==> src/rtl/pipe_stage_skid.sv <==
// Two-entry skid-buffered pipeline stage: registered valid/ready/data with a main and a skid slot.
// Optional performance counters (stall_cnt, flush_cnt) are built when PIPE_STAGE_PERF_EN is defined.
module pipe_stage_skid #(
  parameter int               WIDTH     = 32,
  parameter logic [WIDTH-1:0] CLR_VALUE = {WIDTH{1'b0}}
) (
  input  logic             clk,
  input  logic             reset,
  input  logic             flush,
  input  logic             in_valid,
  output logic             in_ready,
  input  logic [WIDTH-1:0] in_data,
  output logic             out_valid,
  input  logic             out_ready,
`ifdef PIPE_STAGE_PERF_EN
  output logic [15:0]      stall_cnt,
  output logic [15:0]      flush_cnt,
`endif
  output logic [WIDTH-1:0] out_data
);

  typedef enum logic [1:0] {
    ST_EMPTY = 2'd0,
    ST_BUSY  = 2'd1,
    ST_FULL  = 2'd2
  } state_t;

  state_t           state_r, state_s;
  logic [WIDTH-1:0] main_r, main_s;
  logic [WIDTH-1:0] skid_r, skid_s;
  logic             out_valid_r, out_valid_s;
  logic             in_ready_r, in_ready_s;
  logic             in_hs_s;
  logic             out_hs_s;

  assign out_valid = out_valid_r;
  assign in_ready  = in_ready_r;
  assign out_data  = main_r;

  // Handshake decode and next-state/payload selection; flush overrides everything but reset.
  always_comb begin
    in_hs_s     = in_valid & in_ready_r;
    out_hs_s    = out_valid_r & out_ready;
    state_s     = state_r;
    main_s      = main_r;
    skid_s      = skid_r;
    out_valid_s = out_valid_r;
    in_ready_s  = in_ready_r;
    case (state_r)
      ST_EMPTY: begin
        if (in_hs_s) begin
          state_s = ST_BUSY;
          main_s  = in_data;
        end else begin
          state_s = ST_EMPTY;
        end
      end
      ST_BUSY: begin
        if (in_hs_s && out_hs_s) begin
          main_s = in_data;
        end else if (in_hs_s) begin
          state_s = ST_FULL;
          skid_s  = in_data;
        end else if (out_hs_s) begin
          state_s = ST_EMPTY;
          main_s  = CLR_VALUE;
        end else begin
          state_s = ST_BUSY;
        end
      end
      ST_FULL: begin
        // in_ready is low here, so only the drain path can move the state.
        if (out_hs_s) begin
          state_s = ST_BUSY;
          main_s  = skid_r;
          skid_s  = CLR_VALUE;
        end else begin
          state_s = ST_FULL;
        end
      end
      default: begin
        state_s = ST_EMPTY;
        main_s  = CLR_VALUE;
        skid_s  = CLR_VALUE;
      end
    endcase
    if (flush) begin
      state_s = ST_EMPTY;
      main_s  = CLR_VALUE;
      skid_s  = CLR_VALUE;
    end else begin
      state_s = state_s;
    end
    out_valid_s = (state_s != ST_EMPTY);
    in_ready_s  = (state_s != ST_FULL);
  end

  // State, payload and handshake registers.
  always_ff @(posedge clk) begin
    if (reset) begin
      state_r     <= ST_EMPTY;
      main_r      <= CLR_VALUE;
      skid_r      <= CLR_VALUE;
      out_valid_r <= 1'b0;
      in_ready_r  <= 1'b1;
    end else begin
      state_r     <= state_s;
      main_r      <= main_s;
      skid_r      <= skid_s;
      out_valid_r <= out_valid_s;
      in_ready_r  <= in_ready_s;
    end
  end

`ifdef PIPE_STAGE_PERF_EN
  logic [15:0] stall_cnt_r;
  logic [15:0] flush_cnt_r;

  assign stall_cnt = stall_cnt_r;
  assign flush_cnt = flush_cnt_r;

  // Saturating counters; a flush only counts when it throws away a held entry.
  always_ff @(posedge clk) begin
    if (reset) begin
      stall_cnt_r <= 16'd0;
      flush_cnt_r <= 16'd0;
    end else begin
      if (out_valid_r && !out_ready && (stall_cnt_r != 16'hFFFF)) begin
        stall_cnt_r <= stall_cnt_r + 16'd1;
      end else begin
        stall_cnt_r <= stall_cnt_r;
      end
      if (flush && out_valid_r && (flush_cnt_r != 16'hFFFF)) begin
        flush_cnt_r <= flush_cnt_r + 16'd1;
      end else begin
        flush_cnt_r <= flush_cnt_r;
      end
    end
  end
`endif

endmodule

==> config.mk <==
export PLATFORM = sky130hd
export DESIGN_NAME = pipe_stage_skid
export DESIGN_NICKNAME = d
export VERILOG_FILES = /design/src/rtl/pipe_stage_skid.sv
export SDC_FILE = /design/constraint.sdc
export NUM_CORES = 1
export LEC_CHECK = 0
export ABC_AREA = 1
export CORE_ASPECT_RATIO = 0.8
export CORE_UTILIZATION = 45
export CTS_CLUSTER_DIAMETER = 80
export CTS_CLUSTER_SIZE = 16
export DETAILED_ROUTE_END_ITERATION = 6
export PLACE_DENSITY = 0.71
export SLEW_MARGIN = 20
export SYNTH_ARGS = -nofsm -noshare
export SYNTH_HDL_FRONTEND = slang
export SYNTH_SLANG_ARGS = --single-unit
==> constraint.sdc <==
create_clock -name clk -period 1.24 [get_ports clk]
set_clock_uncertainty 0.1 [all_clocks]
set_input_delay 0.31 -clock clk [delete_from_list [all_inputs] [get_ports clk]]
set_output_delay 0.31 -clock clk [all_outputs]
set_load 0.02 [all_outputs]
Word-level counts from Yosys, hierarchy flattened
Index checks and enable logic that the tools add are counted.
{"block": "totals", "regBits": 68, "output_inout_bits": 34, "elab_cells": 38}
{"block": "op_classes", "eq_ne": 9, "n_mux": 15, "bitwise_logic": 3, "n_reduce_logical": 6}
{"operator": "2-to-1 mux 32 bit", "count": 6}
{"operator": "one-hot mux 32 bit (3 select lines)", "count": 2}
{"operator": "inequality test 2 bit (second input constant)", "count": 5}
{"operator": "2-to-1 mux 2 bit", "count": 4}
{"operator": "AND reduction 4 bit", "count": 2}
{"operator": "inequality test 3 bit (second input constant)", "count": 2}
{"operator": "one-hot mux 2 bit (3 select lines)", "count": 1}
{"operator": "AND 1 bit", "count": 2}
{"operator": "equality test 2 x 1 -> 1 bit (second input constant)", "count": 1}
{"operator": "equality test 2 bit (second input constant)", "count": 1}
{"operator": "logical NOT 2 bit", "count": 1}
{"operator": "2-to-1 mux 1 bit", "count": 2}
{"operator": "nonzero test 2 bit", "count": 1}
{"operator": "OR reduction 2 bit", "count": 1}
{"operator": "logical AND 1 bit", "count": 1}
{"operator": "inverter 1 bit", "count": 1}

Logic depth before layout (Yosys ltp)
{"block": "depth", "depth_word": 7, "mapped_depth": 9}

Worst setup path after synthesis
Ideal clock, no wire load.
{"block": "synth_path", "path_kind": "register to register", "start": "register out_valid_r, in the netlist out_valid", "end": "register main_r[21], in the netlist out_data[21]", "t_arrival_ps": 1256, "t_required_ps": 1069, "path_slack_ps": -187, "stages_incl_launch_ff": 8, "cell_sequence": "dfxtp_1 -> nand2_1 -> nor2_1 -> buf_2 -> nand2_1 -> nand3_1 -> nand2_1 -> a21oi_1"}
{"block": "synth_via", "elab_chain_len": 4}
{"element": "start, declared", "line": "31", "text": "logic out_valid_r, out_valid_s;"}
{"element": "start signal, assigned", "line": "110", "text": "out_valid_r <= out_valid_s;"}
{"element": "AND 1 bit *", "line": "43", "text": "out_hs_s = out_valid_r & out_ready;"}
{"element": "logical AND 1 bit", "line": "59", "text": "if (in_hs_s && out_hs_s) begin"}
{"element": "inequality test 3 bit (no source line) or 2-to-1 mux 32 bit (tied branches)"}
{"element": "AND reduction 4 bit (no source line) or one-hot mux 32 bit (3 select lines) (tied branches)"}
{"element": "end signal, assigned", "line": "108", "text": "main_r <= main_s;"}
{"element": "end, declared", "line": "29", "text": "logic [WIDTH-1:0] main_r, main_s;"}
Every way passes the cells marked *; elsewhere a longest branch is shown, timed or not.
A chain may end at the register's enable or synchronous reset.

Final worst setup path
{"block": "layout_path", "start": "register state_r[0]", "end": "register main_r[23], in the netlist out_data[23]"}
{"block": "layout_via", "elab_chain_len": 3}
{"element": "start, declared", "line": "28", "text": "state_t state_r, state_s;"}
{"element": "start signal, assigned", "line": "107", "text": "state_r <= state_s;"}
{"element": "equality test 2 x 1 -> 1 bit, or another cell as far along", "line": "49", "text": "case (state_r)"}
{"element": "inequality test 3 bit (no source line) or inequality test 2 bit (tied branches)"}
{"element": "AND reduction 4 bit (no source line)"}
Parallel ways exist; a longest one is shown, timed or not.

==> results.cfg <==
[final_layout]
syn_to_final_growth_pct = 68.9
fin_util_pct = 78.5
num-nets-final = 664
antenna-diode-count = 0
fin_area_sq_um = 5410
fin_cells = 716
drive_above_1_share_pct = 41.3

[drt]
wirelength_mm = 11.2
firstDrtPassIters = 5
num_vias = 3798
viasPerCell = 5.30
drc = 0
antenna_left = 0
drt-initial-drc-count = 269
wl_per_cell_microns = 15.6

[clock_tree]
cts_htree_levels = 3
cts_buffer_depth = 2
postCtsHoldBufs = 0
clkTransAtPathRegs_ps = 70
clkSinkCount = 68
cts_buffers = 9
insertion_delay_ps = 360
cts_tree = done
cts.root.buffer_cell = clkbuf_8

[worst_hold_path]
min_path_type = reg -> reg

[placed_design]
gp_congestion = 0.783
io_buffer_count = 70
dp.cells = 684
dpl_cell_area_sq_um = 4260
dp_hpwl_mm = 5.61

[logic_synthesis]
synth_cell_types = 16
synth_area_leaders = dfxtp_1 (42%), nand2_1 (23%), nor2_1 (8.8%), a21oi_1 (7.0%), nand3_1 (5.3%)
synth.top_cell.area_share_pct = 42.5
ys_seq_elements = 68
syn_area_per_cell_sq_um = 6.23
syn_inst = 514
synth_nets = 551
yosys_warnings = 0
synth_largest_area_cell = dfxtp_1
ys_seq_area_share_pct = 42.5
synth_area_sq_um = 3200

[sta]
fin_setup_tns_ps = -8310
fin_ws_ps = -188
rsz0062_at_grt = true
tightest_slew_ps = 316
finalCritPeriodShare_pct = 115
fmax_mhz = 700
hold_viol = 0
period_needed_ps = 1430
slew_viol_final = 0
slew_headroom_pct = 79.0
setup_viol = 70

[floorplanning]
std_cell_rows = 27
dieHeight_microns = 77.5
fp.dieW_microns = 96.3
num_io_pins = 71
start_util_pct = 46.5
core_area_sq_um = 6890
dieArea_sq_um = 7460

[pwr]
p_leak_nw = 2.33
powerDensity_nw_per_um2 = 956
power_mw = 5.17
max-vdd-ir-drop_mv = 0.649

[run_status]
status = finished, violations left
violations = setup timing

[global_routing]
antenna_found_initial = 0
grt_overflow = 0
grt_pass1_vias = 3390
grt_usage_pct = 26.6
grt_first_pass_wirelength_mm = 15.3
grt_start_max_net_pins = 23

[critical_path]
arrival_ps = 1610
reg2reg_slack_ps = -190
worstReg2RegStart = state_r[0]$_SDFF_PP0_
path_max_fanout = 5
rr_endpoint = out_data[23]$_SDFFE_PP0P_
end_kind = register
cp_data_required_time_ps = 1420
critPathLaunch = state_r[0]$_SDFF_PP0_
critPathCapture = out_data[23]$_SDFFE_PP0P_
cp-start-kind = register
path_class = reg -> reg
reg2reg_depth = 7

[flow_run]
maxCapViolations = 0
[critical path: stages, from the launching register on]
cell and delay [ps]:
dfxtp_4 380, buf_6 120, nor2_4 210, buf_4 200, nand2_1 60, nand3_1 100
nand2_2 60, a21oi_1 130
[area by class of cell]
cell class	count	area [sq um]
clock buffer	11	151
clock inverter	2	12.5
fill	428	1480
inverter	41	189
multi-input combinational	375	2060
sequential	68	1410
tap	87	109
timing repair buffer	132	1490
[placed cells by master (no fill, tap or decap), types with 6 or more instances in the layout]
cell,n
inv_1,33
nor2_2,12
nand3_1,23
a21oi_2,15
buf_6,43
nand2_4,10
nand3_2,10
buf_12,8
dfxtp_2,32
buf_4,34
nand2_1,154
nand2_2,31
o21ai_2,12
dfxtp_1,34
nor2_4,15
clkbuf_8,11
nor2_1,48
clkdlybuf4s50_1,34
o21ai_1,6
a21oi_1,30
[metal layers]
| layer | track usage [%] | part of all wire [%] | vias up | wire [microns] |
|---|---|---|---|---|
| met5 | 0 | 0 | - | 0 |
| li1 | - | - | 1812 | - |
| met4 | 12.6 | 2.7 | 0 | 297 |
| met3 | 6.96 | 7.6 | 28 | 850 |
| met2 | 43.6 | 50 | 197 | 5570 |
| met1 | 32.2 | 40 | 1761 | 4430 |
[report_power, final]
group	total, mW	switching, mW	internal [mW]
Clock	1.66	0.858	0.798
Combinational	1.22	0.630	0.589
Sequential	2.30	0.0506	2.25
[how the worst min path moves through the flow]
stage	slack, ps	start	depth (start not counted)	to
finish	370	out_data[2]$_SDFFE_PP0P_	2	out_data[2]$_SDFFE_PP0P_
global route	390	out_data[12]$_SDFFE_PP0P_	2	out_data[12]$_SDFFE_PP0P_
CTS	360	in_valid	4	state_r[0]$_SDFF_PP0_
detailed placement	360	out_data[9]$_SDFFE_PP0P_	2	out_data[9]$_SDFFE_PP0P_
global placement	350	skid_r[27]$_SDFFE_PP0P_	2	skid_r[27]$_SDFFE_PP0P_
floorplan	340	skid_r[12]$_SDFFE_PP0P_	2	skid_r[12]$_SDFFE_PP0P_
[kinds of logic after synthesis]
| kind of cell | after synthesis | synth area share, % |
|---|---|---|
| and+or+nand+nor | 310 | 37.9 |
| buffers and inverters | 71 | 9.45 |
| DFF | 68 | 42.5 |
| AOI/OAI and AO/OA | 65 | 10.2 |
[per-stage QoR]
| step | setup slack, ps | hold slack (ps) |
|---|---|---|
| after global placement | -501 | 350 |
| final | -188 | 368 |
| after global routing | -229 | 387 |
| after detailed placement | -534 | 356 |
| after CTS | -75.8 | 356 |
| after floorplan | -22.3 | 344 |
[cell usage after synthesis, drive strengths merged]
cell,count
nand4,1
nand3,34
clkinv,1
a21oi,45
dfxtp,68
inv,40
o21ai,20
clkbuf,7
nand2,198
nand2b,1
nor3,1
nor2,75
buf,23
[sequential cells by signal, indices dropped and copies added, names as in the netlist]
signal     flops
state_r        2
in_ready       1
skid_r        32
out_data      32
out_valid      1
[timing repair]
action | in CTS | in global routing
buffers inserted | 3 | 7
gates resized for setup | 298 | 142
gates cloned | 3 | 6
pin swaps | 9 | 26
endpoints found under the setup margin | 100 | 92
endpoints found under the hold margin | 0 | 0
Power figures use the tool's default switching activity.
